===== config.mk =====
export PLATFORM = sky130hd
export DESIGN_NAME = pic_boot_loader
export DESIGN_NICKNAME = d
export VERILOG_FILES = /design/src/rtl/pic_boot_loader.sv
export SDC_FILE = /design/constraint.sdc
export NUM_CORES = 1
export LEC_CHECK = 0
export ABC_AREA = 1
export CAP_MARGIN = 30
export CORE_UTILIZATION = 49
export CTS_BUF_LIST = sky130_fd_sc_hd__clkbuf_8
export DETAILED_ROUTE_END_ITERATION = 7
export PLACE_DENSITY = 0.94
export SLEW_MARGIN = 15
export SYNTH_ARGS = -nofsm -noshare
export SYNTH_HDL_FRONTEND = slang
export SYNTH_SLANG_ARGS = --single-unit

===== constraint.sdc =====
create_clock -name clk -period 2.1 [get_ports clk]
set_input_delay 0.42 -clock clk [delete_from_list [all_inputs] [get_ports clk]]
set_output_delay 0.42 -clock clk [all_outputs]
set_load 0.02 [all_outputs]

===== src/rtl/pic_boot_loader.sv =====
// Boot loader for a PIC core: copies PROG_WORDS 14-bit words from boot ROM into
// program RAM, holds the core in reset for HOLD_CYCLES more cycles, then releases it.
module pic_boot_loader #(
  parameter int PROG_WORDS  = 1024,
  parameter int ADDR_W      = 10,
  parameter int HOLD_CYCLES = 4
) (
  input  logic              clk,
  input  logic              reset,
  input  logic              reload,
  output logic              rom_re,
  output logic [ADDR_W-1:0] rom_addr,
  input  logic [13:0]       rom_data,
  output logic              pram_we,
  output logic [ADDR_W-1:0] pram_addr,
  output logic [13:0]       pram_data,
  output logic              core_reset,
  output logic              busy,
  output logic              done,
  output logic [ADDR_W:0]   word_count,
  output logic [2:0]        state_o
);

  typedef enum logic [2:0] {
    S_IDLE  = 3'd0,
    S_LOAD  = 3'd1,
    S_DRAIN = 3'd2,
    S_HOLD  = 3'd3,
    S_RUN   = 3'd4
  } state_t;

  localparam logic [ADDR_W-1:0] LAST_ADDR = ADDR_W'(PROG_WORDS - 1);
  localparam logic [ADDR_W:0]   WC_MAX    = (ADDR_W + 1)'(PROG_WORDS);
  localparam logic [7:0]        HOLD_INIT = 8'(HOLD_CYCLES);

  state_t              state_q, state_d;
  logic [ADDR_W-1:0]   rd_ptr_q, rd_ptr_d;
  logic                pram_we_q, pram_we_d;
  logic [ADDR_W-1:0]   pram_addr_q, pram_addr_d;
  logic [7:0]          hold_q, hold_d;
  logic [ADDR_W:0]     wc_q, wc_d;
  logic                core_reset_q, core_reset_d;

  // State register: every register clears asynchronously, core_reset sets.
  always_ff @(posedge clk or posedge reset) begin
    if (reset) begin
      state_q      <= S_IDLE;
      rd_ptr_q     <= '0;
      pram_we_q    <= 1'b0;
      pram_addr_q  <= '0;
      hold_q       <= '0;
      wc_q         <= '0;
      core_reset_q <= 1'b1;
    end else begin
      state_q      <= state_d;
      rd_ptr_q     <= rd_ptr_d;
      pram_we_q    <= pram_we_d;
      pram_addr_q  <= pram_addr_d;
      hold_q       <= hold_d;
      wc_q         <= wc_d;
      core_reset_q <= core_reset_d;
    end
  end

  // Next-state logic; reload is only honoured in RUN and never queued.
  always_comb begin
    state_d      = state_q;
    rd_ptr_d     = rd_ptr_q;
    hold_d       = hold_q;
    wc_d         = wc_q;
    pram_we_d    = rom_re;
    pram_addr_d  = rom_addr;
    case (state_q)
      S_IDLE:  state_d = S_LOAD;
      S_LOAD: begin
        if (rd_ptr_q == LAST_ADDR) state_d = S_DRAIN;
        else                       rd_ptr_d = rd_ptr_q + ADDR_W'(1);
      end
      S_DRAIN: begin
        state_d = S_HOLD;
        hold_d  = HOLD_INIT;
      end
      S_HOLD: begin
        hold_d = hold_q - 8'd1;
        if (hold_q <= 8'd1) state_d = S_RUN;
      end
      S_RUN: begin
        if (reload) begin
          state_d  = S_LOAD;
          rd_ptr_d = '0;
        end
      end
      default: state_d = S_IDLE;
    endcase
    if (state_q == S_RUN && reload)      wc_d = '0;
    else if (pram_we_q && wc_q != WC_MAX) wc_d = wc_q + (ADDR_W + 1)'(1);
    // core_reset is registered so it drops cleanly on the edge entering RUN.
    core_reset_d = (state_d != S_RUN);
  end

  always_comb begin
    rom_re     = (state_q == S_LOAD);
    rom_addr   = rd_ptr_q;
    pram_we    = pram_we_q;
    pram_addr  = pram_addr_q;
    pram_data  = pram_we_q ? rom_data : 14'h0;
    core_reset = core_reset_q;
    busy       = (state_q == S_LOAD) || (state_q == S_DRAIN) || (state_q == S_HOLD);
    done       = (state_q == S_RUN);
    word_count = wc_q;
    state_o    = state_q;
  end

endmodule


==> results of run 1 <==
[final cells by class]
cell class | count | area [sq um]
clock inverter | 3 | 42.5
inverter | 56 | 213
multi-input combinational | 199 | 1030
timing repair buffer | 73 | 738
fill | 325 | 1240
sequential | 44 | 1100
clock buffer | 5 | 68.8
tap | 52 | 65.1
[stage by stage]
stage / cells / util, % / area (sq um) / setup WS [ns]
after floorplan: 304 / - / 2380 / 0.454
after global placement: 424 / 69.8 / 3140 / 0.0919
after detailed placement: 424 / 69.8 / 3140 / 0.0611
after CTS: 432 / 72.2 / 3250 / 0.0739
after global routing: 432 / 72.4 / 3260 / -0.00466
final: 432 / 72.4 / 3260 / 0.0734
[cells by family after synthesis]
group / Yosys count / synth area share (%)
and+or+nand+nor: 162 / 31.6
buffers and inverters: 61 / 10.3
DFF: 44 / 46.4
AOI/OAI and AO/OA: 27 / 7.21
xor gates and xnor gates: 5 / 1.84
adders and majority gates: 5 / 2.63
[critical path: cells and delay by family]
family,cells,cell delay [ns]
buf+inv,3,1.13
simple gates,1,0.05
[synth_stat cells (all sizes together)]
library cell	count
nand4	13
o21ai	16
nor2	32
a21o	3
dfstp	1
buf	3
inv	56
o21bai	3
clkbuf	2
dfrtp	43
ha	5
nor3	6
xor2	5
nand3	31
nand2	80
o22ai	2
a21oi	3
[timing repair]
action	4_1_cts	5_1_grt
cloned	0	0
resized for setup	3	3
endpoints found under the setup margin	16	3
[metal layers]
metal	up-vias	part of all wire [%]	global-route usage, %
met1	1060	42	30.0
met3	11	5.1	4.78
met2	65	51	38.5
met4	0	2.0	10.9
met5	-	0	0
li1	1108	-	-
[worst min-delay path by stage]
stage                     slack [ns]                         to               startpoint  depth (start not counted)
after floorplan                 0.50      hold_q[2]$_DFFE_PP0P_    hold_q[2]$_DFFE_PP0P_                          2
after global placement          0.45     pram_addr[1]$_DFF_PP0_  rom_addr[1]$_DFFE_PP0P_                          0
after detailed placement        0.44     pram_addr[1]$_DFF_PP0_  rom_addr[1]$_DFFE_PP0P_                          0
after CTS                       0.46  word_count[6]$_DFFE_PP0P_                    reset                          3
after global routing            0.45  word_count[6]$_DFFE_PP0P_                    reset                          3
final                           0.44  word_count[6]$_DFFE_PP0P_                    reset                          3
[sequential cells by signal, summed over array words and instances, names as in the netlist]
signal	cells
pram_we	1
state_o	3
pram_addr	10
hold_q	8
rom_addr	10
word_count	11
core_reset	1
[where the power goes]
group          leakage [uW]  switching (uW)  total (uW)  internal, uW
Combinational       0.00108            51.1         108          56.9
Clock             0.0000541             296         648           352
Sequential         0.000547               0         846           846
==> reports/metrics.yaml, run 1 <==
status: "finished, final reports clean"
synth.avg_cell_area_sq_um: 7.82
crit_end: "pram_data[2]"
start_kind: "input pin"
reg2reg_slack_ns: 0.34
post_cts_buffers: 0
drt-initial-drc-count: 157
clk_latency_ns: 0.30
syn_inst: 304
crit_arrival_ns: 1.61
cp_common_cell: "clkdlybuf4s50_1"
worst_slew_pin_slew_ns: 0.479
yosysTopAreaCell: "dfrtp_1"
min_period_ns: 2.03
cp_data_required_time_ns: 1.68
hold_class: "input pin to async pin"
worstReg2RegStart: "rom_addr[0]$_DFFE_PP0P_"
grt_pass1_vias: 2108
finalHoldViolations: 0
cts_sinks: 44
grt_pass1_wl_mm: 9.36
rows: 24
synth_fp_nets: 326
htree_num_levels: 2
vias: 2244
max_freq_mhz: 493
worstPathMaxFanout: 1
routed_wl_mm: 5.70
leakagePower_uw: 0.00168
rr_worst_depth: 9
fin_nets: 401
power_density_mw_per_mm2: 492
worst_path_max_delay_cell: "clkdlybuf4s50_1"
ios: 70
max_slew_margin_pct: 68.0
critPathLaunch: "rom_data[2]"
cap_violations: 0
mostFrequentLayoutCells: "75 x nand2_1, 64 x clkdlybuf4s50_1, 53 x inv_1, 42 x dfrtp_1, 30 x nand3_1"
antenna_cells: 0
cts_tree: "built"
ys_ff_latch: 44
cpPeakStageDelay_ns: 0.60
die_y_microns: 71.6
start_util_pct: 52.8
critPathCaptureType: "output port"
cts_root_buf: "clkbuf_8"
synth_top_cells_by_area: "dfrtp_1 45%, nand2_1 12%, inv_1 8.5%"
cts_buffers: 5
drv_slew: 0
hpwl_mm: 4.15
die_w_microns: 71.6
drt_pass1_iterations: 4
vias_per_cell: 5.19
die_area_sq_mm: 0.00513
area_delta_synth_final_pct: 37.2
finalPower_uw: 1600
layout_commonest_cell: "nand2_1"
ys_seq_area_share_pct: 46.4
numPortBuffers: 69
setup_viol: 0
postRouteAntennaNets: 0
grt_usage_pct: 23.5
holdWs_ns: 0.442
clk_pin_slew_worst_paths_ns: 0.08
gp_congestion: 0.872
hold_buffers: 0
drc: 0
synth.cell_area_sq_mm: 0.00238
criticalPathCategory: "input pin to output port"
setup_tns_ns: 0
path_cells: "clkdlybuf4s50_1, nand2_1, inv_1, clkdlybuf4s50_1"
peakVddDrop_uv: 423
cts.path.max_buffers: 2
layout-drive-gt1-share_pct: 8.42
yosys_warnings: 0
ys_types: 27
yosys.area.top_type_share_pct: 45.3
clock-skew-final_ns: 0.00681
r2r_end: "rom_addr[6]$_DFFE_PP0P_"
grt_max_degree: 45
core-area_sq_mm: 0.00450
antenna_found_initial: 0
routedWlPerCell_microns: 13.2
fin_crit_sh_pct: 96.5
grt_overflow: 0
Power figures use the tool's default switching activity.
==> inputs of run 2 (changes only) <==
--- a/config.mk
+++ b/config.mk
@@ -11,7 +11,9 @@
 export CTS_BUF_LIST = sky130_fd_sc_hd__clkbuf_8
 export DETAILED_ROUTE_END_ITERATION = 7
 export PLACE_DENSITY = 0.94
+export SETUP_SLACK_MARGIN = 0.02
 export SLEW_MARGIN = 15
 export SYNTH_ARGS = -nofsm -noshare
 export SYNTH_HDL_FRONTEND = slang
 export SYNTH_SLANG_ARGS = --single-unit
+export TNS_END_PERCENT = 10
==> reports/metrics.yaml, run 2 (synthesized netlist as in run 1, its figures left out) <==
min_period_ns: 2.01  # was 2.03 ns
layout_commonest_cell: "nand2_1"  # unchanged
drc: 0  # unchanged
power_density_mw_per_mm2: 490  # was 492 mW/mm^2
critPathLaunch: "pram_we$_DFF_PP0_"  # was rom_data[2]
finalPower_uw: 1600  # about the same
cp_data_required_time_ns: 1.68  # about the same
path_cells: "nand2_1, inv_1, clkdlybuf4s50_1"  # was clkdlybuf4s50_1, nand2_1, inv_1, clkdlybuf4s50_1
cts.path.max_buffers: 2  # unchanged
critPathCaptureType: "output port"  # unchanged
crit_arrival_ns: 1.59  # was 1.61 ns
ios: 70  # unchanged
vias: 2250  # was 2,244
setup_viol: 0  # unchanged
cts_root_buf: "clkbuf_8"  # unchanged
cap_violations: 0  # unchanged
fin_util_pct: 72.6  # was 72.4%
grt_pass1_wl_mm: 9.36  # unchanged
crit_family: "buffers and inverters"  # unchanged
max_freq_mhz: 497  # was 493 MHz
gp_congestion: 0.872  # unchanged
drv_slew: 0  # unchanged
setup_ws_ns: 0.0891  # was 0.0734 ns
die_y_microns: 71.6  # unchanged
setup_tns_ns: 0  # unchanged
hold_buffers: 0  # unchanged
hpwl_mm: 4.15  # unchanged
die_area_sq_mm: 0.00513  # unchanged
grt_usage_pct: 23.5  # unchanged
area_delta_synth_final_pct: 37.6  # was 37.2%
grt_overflow: 0  # unchanged
reg2reg_slack_ns: 0.35  # was 0.34 ns
hold_class: "input pin to async pin"  # unchanged
max_slew_margin_pct: 68.0  # about the same
layout-drive-gt1-share_pct: 8.42  # unchanged
worst_slew_pin_slew_ns: 0.478  # was 0.479 ns
worstReg2RegStart: "rom_addr[0]$_DFFE_PP0P_"  # unchanged
numPortBuffers: 69  # unchanged
stdcell_area_sq_mm: 0.00327  # was 0.00326 sq mm
cts_tree: "built"  # unchanged
die_w_microns: 71.6  # unchanged
core-area_sq_mm: 0.00450  # unchanged
path_buf_inv: 2  # was 3
cpPeakStageDelay_ns: 0.60  # about the same
rr_worst_depth: 9  # unchanged
rsz0062_at_grt: "false"
clk_latency_ns: 0.30  # about the same
vias_per_cell: 5.21  # was 5.19
start_util_pct: 52.8  # unchanged
grt_pass1_vias: 2108  # unchanged
htree_num_levels: 2  # unchanged
clock-skew-final_ns: 0.00651  # was 0.00681 ns
dp_slack_ns: 0.0611  # unchanged
peakVddDrop_uv: 423  # about the same
worst_path_max_delay_cell: "clkdlybuf4s50_1"  # unchanged
clk_pin_slew_worst_paths_ns: 0.08  # about the same
rows: 24  # unchanged
antenna_cells: 0  # unchanged
leakagePower_uw: 0.00172  # was 0.00168 uW
postRouteAntennaNets: 0  # unchanged
r2r_end: "rom_addr[6]$_DFFE_PP0P_"  # unchanged
status: "finished, final reports clean"  # unchanged
worstSetupPathDepth: 3  # was 4
finalHoldViolations: 0  # unchanged
place_area_sq_mm: 0.00314  # unchanged
antenna_found_initial: 0  # unchanged
routedWlPerCell_microns: 13.3  # was 13.2 microns
mostFrequentLayoutCells: "75 x nand2_1, 60 x clkdlybuf4s50_1, 53 x inv_1, 42 x dfrtp_1, 30 x nand3_1"  # was 75 x nand2_1, 64 x clkdlybuf4s50_1, 53 x inv_1, 42 x dfrtp_1, 30 x nand3_1
cts_sinks: 44  # unchanged
criticalPathCategory: "flop to output port"  # was input pin to output port
fin_nets: 401  # unchanged
drt_pass1_iterations: 4  # unchanged
routed_wl_mm: 5.74  # was 5.70 mm
worstPathMaxFanout: 16  # was 1
grt_max_degree: 45  # unchanged
crit_end: "pram_data[5]"  # was pram_data[2]
cts_buffers: 5  # unchanged
drt-initial-drc-count: 192  # was 157
largest_register_ffs: 11  # unchanged
fin_crit_sh_pct: 95.8  # was 96.5%
start_kind: "flop"  # was input pin
## run 2: how the worst min path moves through the flow
| stage | start | end | slack (ns) | cells after the start |
|---|---|---|---|---|
| 6_report | reset | word_count[6]$_DFFE_PP0P_ | 0.44 | 3 |
| 5_1_grt | reset | word_count[6]$_DFFE_PP0P_ | 0.45 | 3 |
| 2_1_floorplan | hold_q[2]$_DFFE_PP0P_ | hold_q[2]$_DFFE_PP0P_ | 0.50 | 2 |
| 3_5_place_dp | rom_addr[1]$_DFFE_PP0P_ | pram_addr[1]$_DFF_PP0_ | 0.44 | 0 |
| 4_1_cts | reset | word_count[6]$_DFFE_PP0P_ | 0.46 | 3 |
| 3_3_place_gp | rom_addr[1]$_DFFE_PP0P_ | pram_addr[1]$_DFF_PP0_ | 0.45 | 0 |
## run 2: layout make-up
type                       instances  area (sq um)
fill                             317          1230
clock buffer                       5          68.8
clock inverter                     3          42.5
sequential                        44          1100
tap                               52          65.1
multi-input combinational        199          1030
inverter                          56           213
timing repair buffer              73           748
## run 2: where the power goes
part | switching (uW) | internal (uW) | total, uW
clock | 296 | 352 | 648
combinational | 51.4 | 56.1 | 107
sequential | 0 | 846 | 846
total | 347 | 1250 | 1600
## run 2: metal layers
layer	share of wire [%]	up-vias	track usage, %
met5	0	-	0
met4	1.7	0	10.9
met3	4.6	10	4.78
met2	51	69	38.5
met1	42	1066	30.0
li1	-	1105	-
## run 2: timing repair
| action | CTS | global route |
|---|---|---|
| hold endpoints to repair | 0 | 0 |
| gates resized for setup | 3 | 7 |
| buffers inserted | 0 | 0 |
| setup endpoints to repair | 17 | 7 |
## run 2: worst reg2reg max path, delay by kind of cell (launching register included)
family | cells | cell delay, ns
flip-flops | 1 | 0.54
adder cells (fa/ha/maj) | 1 | 0.27
AO/OA/AOI/OAI | 1 | 0.06
AND/OR/NAND/NOR | 5 | 0.57
buffers and inverters | 2 | 0.24
## run 2: through the flow
| step | hold WS (ns) | cells |
|---|---|---|
| after global routing | 0.454 | 432 |
| after floorplan | 0.500 | 304 |
| final | 0.442 | 432 |
| after detailed placement | 0.444 | 424 |
| after CTS | 0.457 | 432 |
| after global placement | 0.448 | 424 |
==> inputs of run 3 (changes only) <==
--- a/config.mk
+++ b/config.mk
@@ -9,9 +9,9 @@
 export CAP_MARGIN = 30
 export CORE_UTILIZATION = 49
 export CTS_BUF_LIST = sky130_fd_sc_hd__clkbuf_8
+export CTS_CLUSTER_SIZE = 8
 export DETAILED_ROUTE_END_ITERATION = 7
 export PLACE_DENSITY = 0.94
-export SETUP_SLACK_MARGIN = 0.02
 export SLEW_MARGIN = 15
 export SYNTH_ARGS = -nofsm -noshare
 export SYNTH_HDL_FRONTEND = slang
==> results of run 3 <==
Final layout, timing and power as in run 1 (identical DEF).
